===== src/rtl/counter_ctrl.sv =====
// Command sequencer for the 4-bit mode counter: loads a start value, runs a
// programmed number of steps, tracks wrap-arounds and reports the final count.
module counter_ctrl #(
  parameter int STEPS_W = 8
) (
  input  logic               CLK,
  input  logic               RESET,
  input  logic               CMD_VALID,
  output logic               CMD_READY,
  input  logic [1:0]         CMD_MODO,
  input  logic [3:0]         CMD_D,
  input  logic [STEPS_W-1:0] CMD_STEPS,
  output logic               CNT_ENABLE,
  output logic               CNT_RESET,
  output logic [1:0]         CNT_MODO,
  output logic [3:0]         CNT_D,
  input  logic [3:0]         CNT_Q,
  input  logic               CNT_LOAD,
  output logic               DONE,
  output logic [3:0]         RESULT,
  output logic [3:0]         WRAPS,
  output logic               ERR
);

  typedef enum logic [1:0] {
    S_IDLE   = 2'd0,
    S_LOAD   = 2'd1,
    S_RUN    = 2'd2,
    S_FINISH = 2'd3
  } state_t;

  state_t             state_q, state_d;
  logic [1:0]         mode_q, mode_d;
  logic [3:0]         d_q, d_d;
  logic [STEPS_W-1:0] rem_q, rem_d;
  logic [3:0]         wcnt_q, wcnt_d;
  logic [3:0]         result_q, result_d;
  logic [3:0]         wraps_q, wraps_d;
  logic               done_q, done_d;
  logic               err_q, err_d;
  logic               chk_q, chk_d;
  logic               wrap_hit;

  always_ff @(posedge CLK) begin
    if (RESET) begin
      state_q  <= S_IDLE;
      mode_q   <= 2'b00;
      d_q      <= 4'd0;
      rem_q    <= '0;
      wcnt_q   <= 4'd0;
      result_q <= 4'd0;
      wraps_q  <= 4'd0;
      done_q   <= 1'b0;
      err_q    <= 1'b0;
      chk_q    <= 1'b0;
    end else begin
      state_q  <= state_d;
      mode_q   <= mode_d;
      d_q      <= d_d;
      rem_q    <= rem_d;
      wcnt_q   <= wcnt_d;
      result_q <= result_d;
      wraps_q  <= wraps_d;
      done_q   <= done_d;
      err_q    <= err_d;
      chk_q    <= chk_d;
    end
  end

  // Wrap is judged on the value the counter holds before this cycle's step.
  always_comb begin
    wrap_hit = 1'b0;
    case (mode_q)
      2'b00:   wrap_hit = (CNT_Q < 4'd3);
      2'b01:   wrap_hit = (CNT_Q == 4'd0);
      2'b10:   wrap_hit = (CNT_Q == 4'd15);
      default: wrap_hit = 1'b0;
    endcase
  end

  always_comb begin
    state_d    = state_q;
    mode_d     = mode_q;
    d_d        = d_q;
    rem_d      = rem_q;
    wcnt_d     = wcnt_q;
    result_d   = result_q;
    wraps_d    = wraps_q;
    done_d     = 1'b0;
    err_d      = err_q;
    chk_d      = (state_q == S_LOAD);
    CMD_READY  = 1'b0;
    CNT_ENABLE = 1'b0;
    CNT_MODO   = mode_q;
    CNT_D      = d_q;

    // The counter acknowledges the load one cycle after the LOAD state.
    if (chk_q && !CNT_LOAD) begin
      err_d = 1'b1;
    end

    case (state_q)
      S_IDLE: begin
        CMD_READY = 1'b1;
        if (CMD_VALID) begin
          mode_d  = CMD_MODO;
          d_d     = CMD_D;
          rem_d   = CMD_STEPS;
          wcnt_d  = 4'd0;
          state_d = S_LOAD;
        end
      end
      S_LOAD: begin
        CNT_ENABLE = 1'b1;
        CNT_MODO   = 2'b11;
        state_d    = (rem_q == '0) ? S_FINISH : S_RUN;
      end
      S_RUN: begin
        CNT_ENABLE = 1'b1;
        rem_d      = rem_q - STEPS_W'(1);
        if (wrap_hit && wcnt_q != 4'd15) begin
          wcnt_d = wcnt_q + 4'd1;
        end
        if (rem_q == STEPS_W'(1)) begin
          state_d = S_FINISH;
        end
      end
      S_FINISH: begin
        result_d = CNT_Q;
        wraps_d  = wcnt_q;
        done_d   = 1'b1;
        state_d  = S_IDLE;
      end
      default: state_d = S_IDLE;
    endcase
  end

  assign CNT_RESET = RESET;
  assign DONE      = done_q;
  assign RESULT    = result_q;
  assign WRAPS     = wraps_q;
  assign ERR       = err_q;

endmodule


===== config.mk =====
export PLATFORM = sky130hd
export DESIGN_NAME = counter_ctrl
export DESIGN_NICKNAME = d
export VERILOG_FILES = /design/src/rtl/counter_ctrl.sv
export SDC_FILE = /design/constraint.sdc
export NUM_CORES = 1
export LEC_CHECK = 0
export BUFFER_PORTS_ARGS = -buffer_cell sky130_fd_sc_hd__buf_2
export CORE_MARGIN = 3
export CORE_UTILIZATION = 45
export DETAILED_ROUTE_END_ITERATION = 8
export PLACE_DENSITY = 0.66
export SYNTH_ARGS = -nofsm -noshare
export SYNTH_HDL_FRONTEND = slang
export SYNTH_SLANG_ARGS = --single-unit

===== constraint.sdc =====
create_clock -name CLK -period 2.13 [get_ports CLK]
set_clock_uncertainty 0.15 [all_clocks]
set_input_delay 0.1065 -clock CLK [delete_from_list [all_inputs] [get_ports CLK]]
set_output_delay 0.1065 -clock CLK [all_outputs]
set_load 0.05 [all_outputs]

# Word level (Yosys, flattened, before mapping)
# Index checks and enable logic that the tools add are counted.
# totals
reg_bits,31
inputBits,22
output_inout_bits,19
wordCells,51
# op_classes
n_addsub,2
order_cmp,1
n_eq_ne,11
n_mux,14
reduce_logical,13
# op_table
op,n
$pmux W8 S2,1
$eq A8 B1 Y1 const B,1
$logic_not A8 Y1,1
$mux W4,2
$mux W8,1
$pmux W2 S4,1
$pmux W4 S2,1
$sub A8 B1 Y8 const B,1
$eq A2 B2 Y1 const B,3
$mux W2,3
$ne A2 B2 Y1 const B,3
$reduce_and A2 Y1,3
$add A4 B1 Y4 const B,1
$eq A2 B1 Y1 const B,2
$eq A4 B4 Y1 const B,1
$logic_not A2 Y1,2
$logic_not A4 Y1,1
$lt A4 B2 Y1 const B,1
$mux W1,4
$ne A4 B4 Y1 const B,1
$pmux W1 S3,1
$reduce_and A3 Y1,1
$logic_and A1 B1 Y1,2
$reduce_bool A2 Y1,1
other kinds (2),2

# Longest topological paths before layout
# depth
ltp_word,5
depth_mapped,9
depth_no_buf,7

# Worst setup path before layout
# No wires, ideal clock.
# synth_path
path_type,register to register
from,register state_q[0]
to,register rem_q[2]
setup_time_ns,0.128
t_arrival_ns,1.949
required_time_ns,1.852
path_slack_ns,-0.097
stages_incl_launch_ff,9
path_buffers,1
synth_period_minus_slack_ns,2.227
path_cell_list,dfxtp_1 inv_1 ha_1 nand2_1 o21ai_0 clkbuf_1 o21ai_0 a21oi_1 nor2_1
# synth_between
elab_chain_cells,3
word_cells_on_any_way,6
classes_between,2 x eq/ne; 1 x mux; 3 x reduce/logical
# synth_rtl
item,line,source
from (decl),32,"state_t state_q, state_d;"
from (signal assigned),57,state_q <= state_d;
$eq A2 B2 Y1 / $logic_not A2 Y1 (equally long branches),102,case (state_q)
$reduce_bool A2 Y1 (no line) / $ne A2 B2 Y1 (equally long branches),n/a,
$reduce_and A2 Y1 (no line),n/a,
to (signal assigned),60,rem_q <= rem_d;
to (decl),35,"logic [STEPS_W-1:0] rem_q, rem_d;"
# Several ways; a longest one is shown, not always the timed one.
# A chain may end at the register's enable or synchronous reset.

# Worst setup path after layout
# layout_path
from,register rem_q[0]
to,register rem_q[7]
# layout_between
elab_chain_cells,2
# layout_rtl
item,line,source
$sub A8 B1 Y8,120,rem_d = rem_q - STEPS_W'(1);
$pmux W8 S2,102,
# Every way passes these cells.

==> results.toml <==
[outcome]
status = "finished clean"

[logic_synthesis]
synth.avg_cell_area_um2 = 8.35
synth_xor_area_frac = 0
ys_types = 37
synth-simple-area-share = 0.210
synth_nets = 213
syn_area_um2 = 1530
synth_top_family_by_area = "compound AO/OA/AOI/OAI gates"
yosysWarningCount = 0
synth_compound_area_frac = 0.213
yosys.area_share.adder = 0.0655
ys_ff_latch = 31
ys_seq_area_frac = 0.406
netlist_instances = 183
synth_mux_area_frac = 0.0590

[min_path]
hp-class = "in2reg"

[finish]
post-route-util = 0.660
nets = 279
final_cell_mix = "40 x buf_2, 31 x dfxtp_1, 24 x dlygate4sd3_1"
drive_gt1_frac = 0.249
diodes = 0
fillers = 268
areaGrowthSynthToFinish_pct = 36.1
layout_commonest_cell = "buf_2"

[floorplan]
die_area_um2 = 4130
pin_count = 41
core_region_area_um2 = 3150
die_h_um = 64.3
die_w_um = 64.3
start_util = 0.485
rows = 20

[cts]
cts_sinks = 31
cts-buffers-inserted = 5
clk_latency_ns = 0.34
path_clk_slew_ns = 0.09
cts_tree = "yes"
post_cts_buffers = 0
htree_num_levels = 2
clockRootBuffer = "clkbuf_4"
cts_buffer_depth = 2

[flow_run]
max_cap_viol_count = 0

[timing]
post-route-period-util = 0.906
finalHoldViolCount = 0
setup_violations = 0
fin_crit_ns = 1.93
clock.fmax_ghz = 0.518
fin_setup_tns_ns = 0
rsz0062_at_grt = "no"
relSlewSlack = 0.659
tightest_slew_ns = 0.510
drv_slew = 0

[worst_setup_path]
worst-path-stages = 5
slowest_delay_ns = 0.55
endpoint = "rem_q[7]"
r2r-end = "rem_q[7]"
required_ns = 2.25
ff2ff_setup_slack_ns = 0.20
cpMaxStageDelayCell = "or4_4"
critPathMaxFanout = 4
r2r-start = "rem_q[0]"
cp_common_cell = "or4_4"
critPathTopFamily = "simple AND/OR/NAND/NOR gates"
critPathLaunch = "rem_q[0]"
critical_path_class = "reg2reg"
critPathCaptureType = "flip-flop"
cp.arrival_ns = 2.05
critPathLaunchType = "flip-flop"
crit_buf_inv = 0
crit_path_cell_trace = "or4_4 > or4_4 > a21oi_2 > nor2_1 > a211oi_2"
reg2regPathDepth = 5

[grt]
antenna_found_initial = 0
grt_pass1_wl_mm = 6.61
grt-ovfl-total = 0
grt_max_degree = 19
grt_usage = 0.205
grt_pass1_vias = 1530

[drt]
drt_iter0_drc = 94
met1Wirelength_mm = 1.68
antenna_left = 0
viasPerCell = 5.35
dr.pass1.iters = 4
wl_met3_um = 224
top_layer_used = "met4"
num_vias = 1568
postRouteWirelength_mm = 3.86
wire_per_inst_um = 13.2
dr_wl_met2_mm = 1.90
drc_errors = 0

[power]
p_leak_nw = 0.878
power.total_mw = 2.51
p_per_area_nw_per_um2 = 1210
irDropWorstVdd_uv = 1260

[placed_design]
hpwl_mm = 2.63
io_buffers = 40
place_congestion = 0.816
==> metal layers <==
metal | vias to the layer above | track usage
met5 | - | 0
met4 | 0 | 0.0712
met3 | 5 | 0.0668
met2 | 50 | 0.347
met1 | 723 | 0.242
li1 | 790 | -
==> registers in the layout, indices dropped and copies added, names as in the netlist <==
| signal | count |
|---|---|
| CNT_D | 4 |
| DONE | 1 |
| ERR | 1 |
| RESULT | 4 |
| WRAPS | 4 |
| chk_q | 1 |
| mode_q | 2 |
| rem_q | 8 |
| state_q | 2 |
| wcnt_q | 4 |
==> per-stage QoR <==
stage	worst slack [ns]	instances	area [um^2]	hold slack, ns
after global placement	0.260	262	1780	0.210
final	0.201	293	2080	0.0183
after floorplan	0.0702	183	1530	0.104
after global routing	0.0716	293	2080	0.0317
after CTS	0.199	293	2080	0.0155
after detailed placement	0.211	262	1780	0.224
==> timing repair <==
action | in CTS | in global routing
gates resized for setup | 0 | 0
endpoints found under the hold margin | 18 | 0
hold buffers | 24 | 0
==> layout make-up <==
| cell class | instances | area (um^2) | area share |
|---|---|---|---|
| Multi-Input combinational cell | 135 | 840 | 0.404 |
| Sequential cell | 31 | 621 | 0.298 |
| Timing Repair Buffer | 70 | 485 | 0.233 |
| Tap cell | 44 | 55.1 | 0.0265 |
| Clock buffer | 6 | 51.3 | 0.0247 |
| Inverter | 6 | 22.5 | 0.0108 |
| Clock inverter | 1 | 5.00 | 0.00241 |
==> worst min path at each step <==
stage,end,cells after the start,from,slack [ns]
after CTS,rem_q[2],5,CMD_STEPS[2],0.02
after global routing,rem_q[7],3,CMD_STEPS[7],0.03
after global placement,mode_q[1],3,CMD_MODO[1],0.21
after detailed placement,CNT_D[1],3,CMD_D[1],0.22
final,rem_q[7],3,CMD_STEPS[7],0.02
after floorplan,mode_q[0],2,CMD_MODO[0],0.10
==> tightest hold or removal path: stages <==
cell      delay, ns
buf_2          0.07
o22ai_1        0.08
a211oi_2       0.20
==> power breakdown <==
group | internal (mW) | total, mW | switching, mW
Clock | 0.153 | 0.361 | 0.208
Combinational | 0.511 | 1.35 | 0.838
Sequential | 0.690 | 0.799 | 0.110
==> logic make-up after synthesis <==
| logic type | count (synthesis) |
|---|---|
| AOI/OAI and AO/OA | 53 |
| adders and majority gates | 8 |
| buffers and inverters | 17 |
| DFF | 31 |
| muxes | 9 |
| and+or+nand+nor | 65 |
==> Yosys cell counts <==
library cell,n,area [um^2]
dfxtp_1,31,621
nor2_1,23,86.3
a21oi_1,18,90.1
nand2_1,15,56.3
o21ai_0,12,60.1
mux2i_1,9,90.1
clkbuf_1,8,30.0
ha_1,8,100
nand3_1,8,40.0
a31oi_1,6,37.5
inv_1,6,22.5
o22ai_1,4,25.0
a211oi_1,3,22.5
nor2b_1,3,18.8
buf_2,2,10.0
nand3b_1,2,15.0
nand4b_1,2,17.5
nor3_1,2,10.0
or2_2,2,12.5
or4_4,2,22.5
a211o_1,1,8.76
a211oi_2,1,12.5
a21oi_2,1,8.76
a221oi_1,1,8.76
a22oi_1,1,7.51
a41o_1,1,10.0
a41oi_1,1,8.76
and2_1,1,6.26
and3_1,1,6.26
buf_4,1,7.51
nor3b_1,1,7.51
nor4_1,1,6.26
o21a_1,1,7.51
o2bb2ai_1,1,8.76
o311ai_0,1,8.76
or3_2,1,7.51
or3b_2,1,8.76
No activity file was read; power rests on OpenSTA's default activity.
